--- src/rtl/alu_exec_ctrl.sv ---
// Execute-stage controller in front of the combinational ALU.
// Holds one result slot and runs an iterative restoring divider.
module alu_exec_ctrl #(
  parameter int N    = 20,
  parameter int TAGW = 4
) (
  input  logic            clk,
  input  logic            rst_n,
  input  logic            in_valid,
  output logic            in_ready,
  input  logic [3:0]      in_op,
  input  logic [N-1:0]    in_a,
  input  logic [N-1:0]    in_b,
  input  logic [TAGW-1:0] in_rd,
  output logic [N-1:0]    alu_a,
  output logic [N-1:0]    alu_b,
  output logic [3:0]      alu_opcode,
  input  logic [N-1:0]    alu_result,
  input  logic            alu_z,
  output logic            out_valid,
  input  logic            out_ready,
  output logic [N-1:0]    out_result,
  output logic            out_z,
  output logic            out_divz,
  output logic [TAGW-1:0] out_rd,
  output logic            busy
);

  localparam int CW = (N > 1) ? $clog2(N) : 1;
  localparam logic [CW-1:0] LAST = CW'(N - 1);
  localparam logic [3:0] OP_DIV = 4'b0011;

  typedef enum logic [1:0] {
    IDLE,
    EXEC,
    DIV
  } state_t;

  state_t          state;
  logic [TAGW-1:0] rd_q;
  logic [N:0]      rem;
  logic [N-1:0]    quo;
  logic [CW-1:0]   cnt;

  logic            accept;
  logic [N+1:0]    sh;
  logic            ge;
  logic [N-1:0]    quo_nx;

  assign in_ready = (state == IDLE) && (!out_valid || out_ready);
  assign accept   = in_valid && in_ready;
  assign busy     = (state != IDLE);

  // One restoring-division step: shift in the next dividend bit, try subtract.
  always_comb begin
    sh     = {rem, quo[N-1]};
    ge     = (sh >= {2'b00, alu_b});
    quo_nx = {quo[N-2:0], ge};
  end

  // Control FSM, operand latches, divider datapath and the result slot.
  always_ff @(posedge clk or negedge rst_n) begin
    if (!rst_n) begin
      state      <= IDLE;
      alu_a      <= '0;
      alu_b      <= '0;
      alu_opcode <= '0;
      rd_q       <= '0;
      rem        <= '0;
      quo        <= '0;
      cnt        <= '0;
      out_valid  <= 1'b0;
      out_result <= '0;
      out_z      <= 1'b0;
      out_divz   <= 1'b0;
      out_rd     <= '0;
    end else begin
      if (out_valid && out_ready)
        out_valid <= 1'b0;
      unique case (state)
        IDLE: begin
          if (accept) begin
            alu_a      <= in_a;
            alu_b      <= in_b;
            alu_opcode <= in_op;
            rd_q       <= in_rd;
            rem        <= '0;
            quo        <= in_a;
            cnt        <= '0;
            state      <= (in_op == OP_DIV) ? DIV : EXEC;
          end
        end
        EXEC: begin
          out_result <= alu_result;
          out_z      <= alu_z;
          out_divz   <= 1'b0;
          out_rd     <= rd_q;
          out_valid  <= 1'b1;
          state      <= IDLE;
        end
        DIV: begin
          if (alu_b == '0) begin
            out_result <= '1;
            out_z      <= 1'b0;
            out_divz   <= 1'b1;
            out_rd     <= rd_q;
            out_valid  <= 1'b1;
            state      <= IDLE;
          end else begin
            rem <= (N+1)'(ge ? sh - {2'b00, alu_b} : sh);
            quo <= quo_nx;
            cnt <= cnt + 1'b1;
            if (cnt == LAST) begin
              out_result <= quo_nx;
              out_z      <= (quo_nx == '0);
              out_divz   <= 1'b0;
              out_rd     <= rd_q;
              out_valid  <= 1'b1;
              state      <= IDLE;
            end
          end
        end
        default: state <= IDLE;
      endcase
    end
  end

endmodule

--- config.mk ---
export PLATFORM = sky130hd
export DESIGN_NAME = alu_exec_ctrl
export DESIGN_NICKNAME = d
export VERILOG_FILES = /design/src/rtl/alu_exec_ctrl.sv
export SDC_FILE = /design/constraint.sdc
export NUM_CORES = 1
export LEC_CHECK = 0
export CAP_MARGIN = 20
export CORE_ASPECT_RATIO = 1.4
export CORE_MARGIN = 2
export CORE_UTILIZATION = 51
export CTS_BUF_LIST = sky130_fd_sc_hd__clkbuf_16
export DETAILED_ROUTE_END_ITERATION = 6
export PLACE_DENSITY = 0.81
export SLEW_MARGIN = 10
export SYNTH_ARGS = -nofsm -noshare
export SYNTH_HDL_FRONTEND = slang
export SYNTH_SLANG_ARGS = --single-unit
--- constraint.sdc ---
create_clock -name clk -period 3.7 [get_ports clk]
set_clock_uncertainty 0.1 [all_clocks]
set_input_delay 0.37 -clock clk [delete_from_list [all_inputs] [get_ports clk]]
set_output_delay 0.37 -clock clk [all_outputs]
set_load 0.05 [all_outputs]
==> reports/results.tsv <==
metric	value	unit
status	finished clean	
top sig layer	met4	
synth warn	0	
main flop type after synthesis	dfrtp_1	
H-tree depth	4	
Antenna Nets Post-Route	0	
final wirelength	17900	µm
Sw Pwr	3.64	mW
slowest CP cell	dfrtp_1	
Arr. time, crit path	3080	ps
Final Non-Filler Cells	1024	
commonest cells after routing, fill and taps aside	nand2_1 (175), clkdlybuf4s50_1 (144), dfrtp_1 (123)	
initial drt markers	315	
Final period util	0.790	
DRC violations left	0	
P&R area growth vs syn	35.1	%
site row count	48	
placed insts	990	
Slew Viols, Final	0	
Finish-stage setup viols	0	
overflow left after global routing	0	
clock group share of total power	0.214	
post-synthesis net count	817	
share of cells above drive strength 1	0.0721	
clk slew on worst S/H paths	60	ps
Worst Reg2Reg Path Length in Cells	12	
Crit Path Category	flop to flop	
Initial Utilization	0.521	
Worst-Margin Slew	849	ps
sequential area share after synthesis	0.482	
clk root buf	clkbuf_16	
switching share of total power	0.461	
min Tclk post-route	2920	ps
RePlAce Congestion	0.875	
leakage power	3.77	nW
setup TNS after final layout	0	ps
Most common cell on crit path	o21ai_0	
Max Freq	0.342	GHz
CTS tree	built	
GRT Total Usage	0.274	
hold depth	2	
metal1 wirelength	6940	µm
routed wire length on met2	9330	µm
Longest Clk Path Bufs	2	
RSZ-0062 raised after global routing	no	
vias per cell	5.76	
register bit total from synthesis	123	
CTS Buf Count	17	
drt first pass iters	5	
element type at the critical path start	flop	
max_slew headroom	0.434	
post-detail-place hpwl	13200	µm
Avg Inst Size Synth	8.87	µm²
Wirelength per Cell	17.5	µm
vias in the first global route	5957	
sequential share of power	0.285	
Core Region	12300	µm²
I/O pin cnt	146	
number of synthesized flops with an enable pin	0	
Power per Cell Area	917	nW/µm²
synthesized area	6380	µm²
first-pass GRT wire length	29400	µm
VDD IR max	0.546	mV
Die H	136	µm
Synth cell types	52	
Max-Cap Viols	0	
DR WL met3	1060	µm
Die Footprint	13400	µm²
worst min path class	flop to flop	
Int Pwr	4.26	mW
Nets	959	
Clock Latency Late Sink	410	ps
worst path required time	3860	ps
IO buf count	145	
Worst path max stage delay	410	ps
# Post-CTS Setup Buffers	0	
fraction of registers with async set/reset	1.00	
Final Hold Vio Count	0	
commonest non-fill, non-tap cell in the layout	nand2_1	
largest net degree at the start of global routing	67	
Num Clock Sinks	123	
ant diodes	0	
Synth Instances	719	
Die Width	98.5	µm
combinational share of power	0.502	
initial antenna violation count	0	
CP Max Fanout	29	
crit end category	flop	
CP cell instances	ha_1 > fa_1 > nor2b_1 > o2111ai_1 > a31oi_1 > buf_4 > nor2_1 > o211ai_2 > buf_12 > o21ai_0 > o22ai_1 > o21ai_0	
via count	5897	
## state kept, by name, summed over array words and instances, names as in the netlist, 2 cells and up
register and cells:
alu_a 20, alu_b 20, alu_opcode 4, cnt 5, out_rd 4, out_result 20
quo 20, rd_q 4, rem 21, state 2
## through the flow
step	util	setup WS (ps)	power (mW)	cell area, µm²	hold slack, ps
after global placement	0.652	900	6.08	7990	355
after floorplan	-	795	4.82	6380	-25.6
after global routing	0.704	567	8.30	8620	388
after detailed placement	0.652	807	6.19	7990	363
final	0.704	779	7.90	8620	372
after CTS	0.702	800	7.90	8600	377
## worst max-delay path, delay by kind of cell (launching register included)
kind	cells	cell delay [ps]
AO/OA/AOI/OAI	6	960
adder cells (fa/ha/maj)	2	650
flip-flops	1	410
buffers and inverters	2	380
AND/OR/NAND/NOR	2	240
## routing by layer
layer  vias to the layer above  GRT usage
met4                         0      0.119
met2                       246      0.483
met5                         -          0
met3                        43     0.0509
met1                      2821      0.326
li1                       2787          -
## power by group through the flow
stage | Sequential [mW] | Combinational (mW) | Clock [mW]
after global placement | 2.24 | 3.85 | 0
final | 2.25 | 3.96 | 1.69
after CTS | 2.25 | 3.95 | 1.70
after detailed placement | 2.27 | 3.92 | 0
after global routing | 2.31 | 4.23 | 1.76
after floorplan | 3.47 | 1.35 | 0
## synthesized netlist by cell type, drive strengths merged, types with 2 or more instances
library cell | number | share of area
o21ai | 111 | 0.088
o221ai | 3 | 0.0041
clkbuf | 27 | 0.016
o22ai | 5 | 0.0049
or3 | 20 | 0.020
nand4 | 3 | 0.0029
xnor2 | 7 | 0.0096
inv | 32 | 0.019
nand2b | 8 | 0.0078
nand2 | 175 | 0.10
a21o | 6 | 0.0073
nor4 | 9 | 0.0088
a2bb2oi | 3 | 0.0041
or4 | 2 | 0.0024
ha | 24 | 0.047
dfrtp | 123 | 0.48
a22o | 3 | 0.0041
nor2b | 5 | 0.0049
mux2 | 9 | 0.016
nand3 | 25 | 0.020
nor3 | 9 | 0.0078
nor2 | 19 | 0.011
mux2i | 23 | 0.036
o211ai | 4 | 0.0055
a21oi | 20 | 0.016
o21a | 4 | 0.0047
a31oi | 5 | 0.0049
o31ai | 2 | 0.0024
a22oi | 2 | 0.0024
nor4b | 2 | 0.0027
buf | 8 | 0.0057
and3 | 2 | 0.0020
o2111ai | 3 | 0.0041
xor2 | 7 | 0.0096
## kinds of logic after synthesis
family                     count (synthesis)  share of synthesized area
DFF                                      123                      0.482
and+or+nand+nor                          281                      0.195
buffers and inverters                     67                     0.0404
muxes                                     32                     0.0520
adders and majority gates                 25                     0.0502
AOI/OAI and AO/OA                        177                      0.160
xor gates and xnor gates                  14                     0.0192
## what timing repair did
action	CTS	global route
hold buffers	1	0
hold endpoints to repair	60	0
resized for setup	0	0
## cell type report
type | instances | area, µm²
Clock buffer | 17 | 425
Clock inverter | 15 | 174
Fill cell | 943 | 3630
Inverter | 32 | 120
Multi-Input combinational cell | 529 | 3060
Sequential cell | 123 | 3080
Tap cell | 150 | 188
Timing Repair Buffer | 158 | 1570
## final timing paths
path | from | to | slack [ps]
setup / recovery | alu_b[0] | rem[15] | 780
hold / removal | rd_q[1] | rd_q[1] | 370
setup reg to reg | alu_b[0] | rem[15] | 780
hold reg to reg | rd_q[1] | rd_q[1] | 370
max in group asynchronous | rst_n | alu_b[14] | 2020
min in group asynchronous | rst_n | alu_opcode[3] | 510
(Power assumes the default switching activity.)
